File: config.mk
export PLATFORM = sky130hd
export DESIGN_NAME = id_operand_fetch
export DESIGN_NICKNAME = d
export VERILOG_FILES = /design/src/rtl/id_operand_fetch_pkg.sv /design/src/rtl/id_operand_fetch_fwd_mux.sv /design/src/rtl/id_operand_fetch.sv
export SDC_FILE = /design/constraint.sdc
export NUM_CORES = 1
export LEC_CHECK = 0
export CAP_MARGIN = 20
export CORE_MARGIN = 1
export CORE_UTILIZATION = 39
export CTS_CLUSTER_DIAMETER = 120
export CTS_CLUSTER_SIZE = 40
export DETAILED_ROUTE_END_ITERATION = 8
export GPL_ROUTABILITY_DRIVEN = 0
export PLACE_DENSITY = 0.78
export SLEW_MARGIN = 20
export SYNTH_ARGS = -nofsm -noshare
export SYNTH_HDL_FRONTEND = slang
export SYNTH_HIERARCHICAL = 1
export SYNTH_SLANG_ARGS = --single-unit
File: constraint.sdc
create_clock -name clk -period 1.36 [get_ports clk]
set_input_delay 0.272 -clock clk [delete_from_list [all_inputs] [get_ports clk]]
set_output_delay 0.272 -clock clk [all_outputs]
set_load 0.005 [all_outputs]
File: src/rtl/id_operand_fetch_pkg.sv
// Shared widths, instruction field positions and reset values for the
// decode-stage operand fetch.
package id_operand_fetch_pkg;

    localparam int WORD_DATA_W = 32;
    localparam int WORD_ADDR_W = 30;
    localparam int REG_ADDR_W  = 5;
    localparam int INSN_W      = 32;

    typedef logic [WORD_DATA_W-1:0] word_data_bus_t;
    typedef logic [REG_ADDR_W-1:0]  reg_addr_bus_t;

    // Instruction field bit positions
    localparam int RA_LOC_HI  = 25;
    localparam int RA_LOC_LO  = 21;
    localparam int RB_LOC_HI  = 20;
    localparam int RB_LOC_LO  = 16;
    localparam int IMM_LOC_HI = 15;
    localparam int IMM_LOC_LO = 0;

    // Active-low write-enable encoding used by the EX/MEM stages
    localparam logic ENABLE_  = 1'b0;
    localparam logic DISABLE_ = 1'b1;

    localparam logic ID_EN_RESET = 1'b0;

endpackage

File: src/rtl/id_operand_fetch_fwd_mux.sv
// Single-operand forward selector: EX result, then MEM result, then
// register-file read data. Address 0 forwards like any other register.
module id_operand_fetch_fwd_mux
    import id_operand_fetch_pkg::*;
#(
    parameter int DATA_W = WORD_DATA_W,
    parameter int REG_AW = REG_ADDR_W
) (
    input  logic              ex_en,
    input  logic              ex_gpr_we_,
    input  logic              ex_is_load,
    input  logic [REG_AW-1:0] ex_dst_addr,
    input  logic [DATA_W-1:0] ex_fwd_data,
    input  logic              mem_en,
    input  logic              mem_gpr_we_,
    input  logic [REG_AW-1:0] mem_dst_addr,
    input  logic [DATA_W-1:0] mem_fwd_data,
    input  logic [REG_AW-1:0] rd_addr,
    input  logic [DATA_W-1:0] rd_data,
    output logic [DATA_W-1:0] operand
);

    logic ex_hit;
    logic mem_hit;

    // A load in EX has no data yet; that case is covered by the hazard stall.
    assign ex_hit  = ex_en && (ex_gpr_we_ == ENABLE_) && !ex_is_load
                     && (ex_dst_addr == rd_addr);
    assign mem_hit = mem_en && (mem_gpr_we_ == ENABLE_)
                     && (mem_dst_addr == rd_addr);

    always_comb begin
        operand = rd_data;
        if (ex_hit) begin
            operand = ex_fwd_data;
        end else if (mem_hit) begin
            operand = mem_fwd_data;
        end
    end

endmodule

File: src/rtl/id_operand_fetch.sv
// Decode-stage operand fetch: drives register-file read addresses, resolves
// forwarded operands, detects load-use hazards and loads the ID/EX register.
module id_operand_fetch
    import id_operand_fetch_pkg::*;
#(
    parameter int DATA_W = WORD_DATA_W,
    parameter int ADDR_W = WORD_ADDR_W,
    parameter int REG_AW = REG_ADDR_W
) (
    input  logic              clk,
    input  logic              reset,
    input  logic [ADDR_W-1:0] if_pc,
    input  logic [INSN_W-1:0] if_insn,
    input  logic              if_en,
    input  logic              stall,
    input  logic              flush,
    output logic [REG_AW-1:0] gpr_rd_addr_0,
    output logic [REG_AW-1:0] gpr_rd_addr_1,
    input  logic [DATA_W-1:0] gpr_rd_data_0,
    input  logic [DATA_W-1:0] gpr_rd_data_1,
    input  logic              ex_en,
    input  logic              ex_gpr_we_,
    input  logic              ex_is_load,
    input  logic [REG_AW-1:0] ex_dst_addr,
    input  logic [DATA_W-1:0] ex_fwd_data,
    input  logic              mem_en,
    input  logic              mem_gpr_we_,
    input  logic [REG_AW-1:0] mem_dst_addr,
    input  logic [DATA_W-1:0] mem_fwd_data,
    output logic              load_hazard,
    output logic              id_en,
    output logic [ADDR_W-1:0] id_pc,
    output logic [INSN_W-1:0] id_insn,
    output logic [DATA_W-1:0] id_ra_data,
    output logic [DATA_W-1:0] id_rb_data,
    output logic [DATA_W-1:0] id_imm_s
);

    logic [DATA_W-1:0] ra_resolved;
    logic [DATA_W-1:0] rb_resolved;
    logic [15:0]       imm;
    logic [DATA_W-1:0] imm_s;

    assign gpr_rd_addr_0 = if_insn[RA_LOC_HI:RA_LOC_LO];
    assign gpr_rd_addr_1 = if_insn[RB_LOC_HI:RB_LOC_LO];
    assign imm           = if_insn[IMM_LOC_HI:IMM_LOC_LO];
    assign imm_s         = {{(DATA_W-16){imm[15]}}, imm};

    // Both fields are compared regardless of whether the opcode reads rb.
    assign load_hazard = if_en && ex_en && (ex_gpr_we_ == ENABLE_) && ex_is_load
                         && ((ex_dst_addr == gpr_rd_addr_0) || (ex_dst_addr == gpr_rd_addr_1));

    id_operand_fetch_fwd_mux #(.DATA_W(DATA_W), .REG_AW(REG_AW)) u_fwd_ra (
        .ex_en        (ex_en),
        .ex_gpr_we_   (ex_gpr_we_),
        .ex_is_load   (ex_is_load),
        .ex_dst_addr  (ex_dst_addr),
        .ex_fwd_data  (ex_fwd_data),
        .mem_en       (mem_en),
        .mem_gpr_we_  (mem_gpr_we_),
        .mem_dst_addr (mem_dst_addr),
        .mem_fwd_data (mem_fwd_data),
        .rd_addr      (gpr_rd_addr_0),
        .rd_data      (gpr_rd_data_0),
        .operand      (ra_resolved)
    );

    id_operand_fetch_fwd_mux #(.DATA_W(DATA_W), .REG_AW(REG_AW)) u_fwd_rb (
        .ex_en        (ex_en),
        .ex_gpr_we_   (ex_gpr_we_),
        .ex_is_load   (ex_is_load),
        .ex_dst_addr  (ex_dst_addr),
        .ex_fwd_data  (ex_fwd_data),
        .mem_en       (mem_en),
        .mem_gpr_we_  (mem_gpr_we_),
        .mem_dst_addr (mem_dst_addr),
        .mem_fwd_data (mem_fwd_data),
        .rd_addr      (gpr_rd_addr_1),
        .rd_data      (gpr_rd_data_1),
        .operand      (rb_resolved)
    );

    // id_en is the valid flag of the ID/EX slot; there is no ready path,
    // downstream back-pressure arrives only as stall.
    always_ff @(posedge clk) begin
        if (reset) begin
            id_en      <= ID_EN_RESET;
            id_pc      <= '0;
            id_insn    <= '0;
            id_ra_data <= '0;
            id_rb_data <= '0;
            id_imm_s   <= '0;
        end else if (flush) begin
            id_en   <= 1'b0;
            id_insn <= '0;
        end else if (stall) begin
            id_en <= id_en;
        end else if (load_hazard) begin
            id_en   <= 1'b0;
            id_insn <= '0;
        end else begin
            id_en      <= if_en;
            id_pc      <= if_pc;
            id_insn    <= if_insn;
            id_ra_data <= ra_resolved;
            id_rb_data <= rb_resolved;
            id_imm_s   <= imm_s;
        end
    end

endmodule

## Word level (Yosys, flattened, before mapping)

Index checks and enable logic that the tools add are counted.

| operators by class | value |
|---|---|
| bitwise operators | 5 |
| reductions and logical operators | 15 |
| multiplexer cells | 6 |
| equality and inequality tests | 4 |

Operator list:

| cell | count |
|---|---|
| 2-to-1 mux 32 bit | 5 |
| equality test 5 bit | 4 |
| logical AND 1 bit | 11 |
| NOT 1 bit | 5 |
| AND reduction 3 bit | 1 |
| OR reduction 2 bit | 1 |
| logical NOT 1 bit | 1 |
| logical OR 1 bit | 1 |
| 2-to-1 mux 1 bit | 1 |

| storage, ports and cells | value |
|---|---|
| output and inout bits | 170 |
| register bits after elaboration | 143 |
| word-level logic and storage cells | 36 |

## Longest topological paths before layout

| depth | value |
|---|---|
| depth after elaboration | 6 |
| depth in mapped cells | 8 |
| gate-level depth less buffers | 6 |

## Modules after synthesis

The synthesis kept the hierarchy.

By module, submodules not included:

| module | seq. area each (um2) | area each (um2) | cells an instance | times used |
|---|---|---|---|---|
| id_operand_fetch | 2,862.7 | 6,538.8 | 666 | 1 |
| id_operand_fetch_fwd_mux | 0.0 | 1,042.2 | 172 | 2 |

## Worst setup path before layout

OpenSTA, ideal clock, no wires.

| timing | value |
|---|---|
| path type | input to register |
| start point | input port if_insn[23] |
| end point | register id_ra_data[30] |
| data required time | 1.288 ns |
| cell stages on the path | 8 |
| arrival time | 1.410 ns |
| buffers on the path | 2 |
| setup slack | -0.122 ns |
| cell sequence | xnor2_1 nand4_2 or2_1 buf_6 buf_6 a31oi_1 nand2b_1 mux2i_1 |

RTL lines:

| element | RTL line | source |
|---|---|---|
| start: declaration | id_operand_fetch.sv:13 | `input logic [INSN_W-1:0] if_insn,` |
| equality test 5 bit | id_operand_fetch_fwd_mux.sv:30 | `&& (mem_dst_addr == rd_addr);` |
| logical AND 1 bit | id_operand_fetch_fwd_mux.sv:30 |  |
| 2-to-1 mux 32 bit | id_operand_fetch_fwd_mux.sv:36 | `end else if (mem_hit) begin` |
| 2-to-1 mux 32 bit * | id_operand_fetch_fwd_mux.sv:34 | `if (ex_hit) begin` |
| via ra_resolved[30] | id_operand_fetch.sv:39 | `logic [DATA_W-1:0] ra_resolved;` |
| end signal: assignment | id_operand_fetch.sv:105 | `id_ra_data <= ra_resolved;` |
| end: declaration | id_operand_fetch.sv:34 | `output logic [DATA_W-1:0] id_ra_data,` |

The timed path passes the listed nets; every way through them passes the cells marked *.
A chain may end at the register's enable or synchronous reset.

## Worst setup path after layout

| timing | value |
|---|---|
| start point | input port if_insn[17] |
| end point | register id_rb_data[6] |

RTL lines:

| element | RTL line | source |
|---|---|---|
| equality test 5 bit | id_operand_fetch_fwd_mux.sv:30 |  |
| logical AND 1 bit | id_operand_fetch_fwd_mux.sv:30 |  |
| 2-to-1 mux 32 bit | id_operand_fetch_fwd_mux.sv:36 |  |
| 2-to-1 mux 32 bit * | id_operand_fetch_fwd_mux.sv:34 |  |
| via rb_resolved[6] | id_operand_fetch.sv:40 | `logic [DATA_W-1:0] rb_resolved;` |
| end signal: assignment | id_operand_fetch.sv:106 | `id_rb_data <= rb_resolved;` |
| end: declaration | id_operand_fetch.sv:35 | `output logic [DATA_W-1:0] id_rb_data,` |

Marked as above.

==> flow_summary_export.csv <==
group,metric,value,unit
run_status,status,"finished, violations left",
run_status,violations,"negative setup slack",
clocking,clk_pin_slew,0.06,ns
routing,met1Wirelength,15.08,mm
sta,worst_slew_pin_slew,0.3207,ns
synthesis,synth_most_common_cell,"nand2b_1",
global_routing,grt_pass1_wl,55.86,mm
synthesis,syn-cell-area,8623,sq um
critical_path,critPathArrivalTime,1.92,ns
routing,first_pass_iters,5,
clocking,cts_sinks,143,
cells_and_area,drive_above_1_share,0.2643,
sta,max_freq,634.9,MHz
critical_path,endpoint_kind,"flop",
sta,maxSlewViolCount,0,
synthesis,yosysSeqAreaShare,0.3320,
synthesis,syn_nets,1220,
routing,drt_iter0_markers,1058,
critical_path,reg2reg_slack,0.44,ns
global_routing,grt_usage,0.3283,
die,start_util,0.3964,
routing,drcViolationCount,0,
critical_path,path_buf_inv,3,
global_routing,gr-total-overflow,0,
cells_and_area,synthToLayoutAreaGrowth,83.71,%
clocking,clockBufferDepth,2,
critical_path,max_stage_delay,0.35,ns
cells_and_area,post-route-cell-area,15840,sq um
clocking,htreeDepth,4,
synthesis,synth_common_cells,"nand2b_1, dfxtp_1, mux2i_1",
sta,final.period_utilization,1.158,
critical_path,cp_num_cells,9,
die,ios,380,
synthesis,synthArstFlopShare,0,
worst_hold_path,worstHoldPathType,"input port to flop",
synthesis,ys.flop_type,"dfxtp_1",
die,dieHeight,150.7,um
place,placed_cell_area,13560,sq um
critical_path,slowest_stage,"or2_4",
critical_path,reg2reg_depth,4,
clocking,clk_latency,0.42,ns
synthesis,netlist_instances,1010,
critical_path,worstPathMaxFanout,5,
synthesis,synth-seq-cells,143,
clocking,cts_tree,"built",
worst_hold_path,hp-start,"if_insn[22]",
power_and_ir_drop,power_density,834.3,nW/um^2
die,num_rows,54,
sta,relSlewSlack,0.7862,
critical_path,critical_path_class,"input port to flop",
cells_and_area,utilization,0.7281,
critical_path,worstPathCellList,"buf_8 -> buf_8 -> xnor2_2 -> nand3_2 -> or2_4 -> buf_6 -> a31oi_1 -> nand2b_1 -> mux2i_4",
synthesis,synth_warnings,6,
sta,hold_viol_final,0,
worst_hold_path,holdPathStages,3,
critical_path,rr_startpoint,"id_imm_s[15]",
worst_hold_path,worstHoldEndpoint,"id_insn[22]",
synthesis,synth_edf_count,0,
critical_path,path_delay_family,"simple AND/OR/NAND/NOR gates",
sta,layout_setup_ws,-0.2152,ns
synthesis,avgSynthCellArea,8.538,sq um
place,port_buffers,379,
routing,post_drt_wl_per_cell,22.43,um
die,die_area,22710,sq um
synthesis,synth_area_leaders,"dfxtp_1, nand2b_1, mux2i_1, nand4_1, a31oi_1",
global_routing,grt_pass1_vias,9661,
sta,rsz0062_at_grt,"true",
sta,final.setup_skew,0,ns
routing,dr.max_layer_used,"met4",
routing,ant_nets,0,
critical_path,cp-start-kind,"input port",
clocking,cts_buffers,17,
job,maxCapViolCount,0,
routing,wl_met3,4.395,mm
critical_path,worstPathRequired,1.70,ns
cells_and_area,layout.nets,1699,
synthesis,synth_cell_types,31,
die,core,21760,sq um
synthesis,yosysTopAreaCell,"dfxtp_1",
critical_path,crit_top_cell,"buf_8",
die,die_width,150.7,um
routing,met2_wirelength,18.38,mm
global_routing,grt_antenna_before_repair,1,
routing,wl,40.01,mm
sta,finalSetupViolCount,112,
routing,vias,10050,
synthesis,synth.top_cell.area_share,0.3320,
sta,period_minus_slack,1.575,ns
cells_and_area,fillers,1548,
power_and_ir_drop,leakage,6.514,nW
power_and_ir_drop,ir_drop,797.6,uV
clocking,root_buffer,"clkbuf_16",
critical_path,r2r_end,"id_imm_s[15]",
routing,vias_per_cell,5.633,
global_routing,grt_max_degree,51,
place,dp_hpwl,24.66,mm
## registers in the layout, indices dropped and copies added, names as in the netlist
name and flops:
id_imm_s 16, id_ra_data 32, id_rb_data 32, id_insn 32
id_en 1, id_pc 30
## through the flow
step | hold slack [ns] | cells | TNS [ns] | worst slack [ns] | power (mW)
3_5_place_dp | 0.4509 | 1671 | -127.38 | -1.036 | 7.601
6_report | 0.2070 | 1784 | -8.304 | -0.2152 | 13.22
3_3_place_gp | 0.4447 | 1671 | -120.58 | -1.001 | 7.559
5_1_grt | 0.2047 | 1783 | -13.16 | -0.2600 | 13.63
2_1_floorplan | 0.4273 | 1010 | -6.513 | -0.07273 | 5.790
4_1_cts | 0.2313 | 1778 | -18.65 | -0.2426 | 13.07
## routing by layer
layer,GRT usage,up-vias
met3,0.08424,155
met5,0,-
met1,0.4053,4662
li1,-,4542
met2,0.5348,691
met4,0.1490,0
## area by class of cell
type	instances	area, sq um	share of cell area
antenna	2	5.005	0.0003159
clock buffer	20	436.7	0.02757
clock inverter	12	183.9	0.01161
multi-input combinational	741	5707	0.3602
sequential	143	2892	0.1825
tap	280	350.3	0.02212
timing repair buffer	586	6267	0.3956
## worst max path at each step
stage,start,end
final,if_insn[17],id_rb_data[6]
after detailed placement,if_insn[16],load_hazard
after floorplan,if_insn[24],id_ra_data[2]
after global placement,if_insn[16],load_hazard
after CTS,if_insn[16],id_rb_data[8]
after global routing,if_insn[16],id_rb_data[6]
## cells in the final DEF (no fill, tap or decap), types with 4 or more instances in the layout
| cell type | instances |
|---|---|
| nand2b_1 | 220 |
| clkdlybuf4s50_1 | 187 |
| dlygate4sd2_1 | 134 |
| dfxtp_1 | 124 |
| mux2i_1 | 106 |
| buf_4 | 102 |
| nand4_1 | 64 |
| buf_6 | 60 |
| nor3_1 | 45 |
| a31oi_1 | 45 |
| o21ai_1 | 44 |
| buf_12 | 38 |
| nand2_1 | 34 |
| a21oi_1 | 31 |
| or3b_1 | 28 |
| clkbuf_16 | 21 |
| buf_8 | 20 |
| dfxtp_2 | 17 |
| xnor2_4 | 15 |
| buf_16 | 13 |
| o21ai_0 | 11 |
| nor3_2 | 11 |
| xnor2_2 | 10 |
| buf_2 | 10 |
| o21ai_2 | 8 |
| clkbuf_2 | 7 |
| a31oi_2 | 7 |
| clkdlybuf4s15_1 | 6 |
| o32a_1 | 6 |
| a31oi_4 | 6 |
| xnor2_1 | 5 |
| nand3_1 | 5 |
| bufinv_16 | 4 |
| a2bb2oi_1 | 4 |
## where the power goes
| group | total (mW) | switching (mW) | internal [mW] |
|---|---|---|---|
| registers | 4.52 | 0.119 | 4.40 |
| clock network | 5.08 | 1.99 | 3.09 |
| logic | 3.62 | 1.52 | 2.10 |
## tightest hold or removal path: stages
cell and delay, ns:
buf_8 0.10, or3b_1 0.15, a21oi_1 0.06
## cells by family (layout without fill, tap and decap cells)
logic type                Yosys count  count (layout)  synth area share
AOI/OAI and AO/OA                 168             168            0.1129
xor gates and xnor gates           30              30           0.03221
buffers and inverters             126             618           0.08952
DFF                               143             143            0.3320
muxes                             110             110            0.1277
other                               0               2                 0
and+or+nand+nor                   433             433            0.3057
## what timing repair did
action,CTS,global route
pin swaps,46,50
endpoints found under the setup margin,313,158
buffers inserted,56,14
resized for setup,469,134
hold buffers,0,0
gates cloned,22,5
Power figures use the tool's default switching activity.
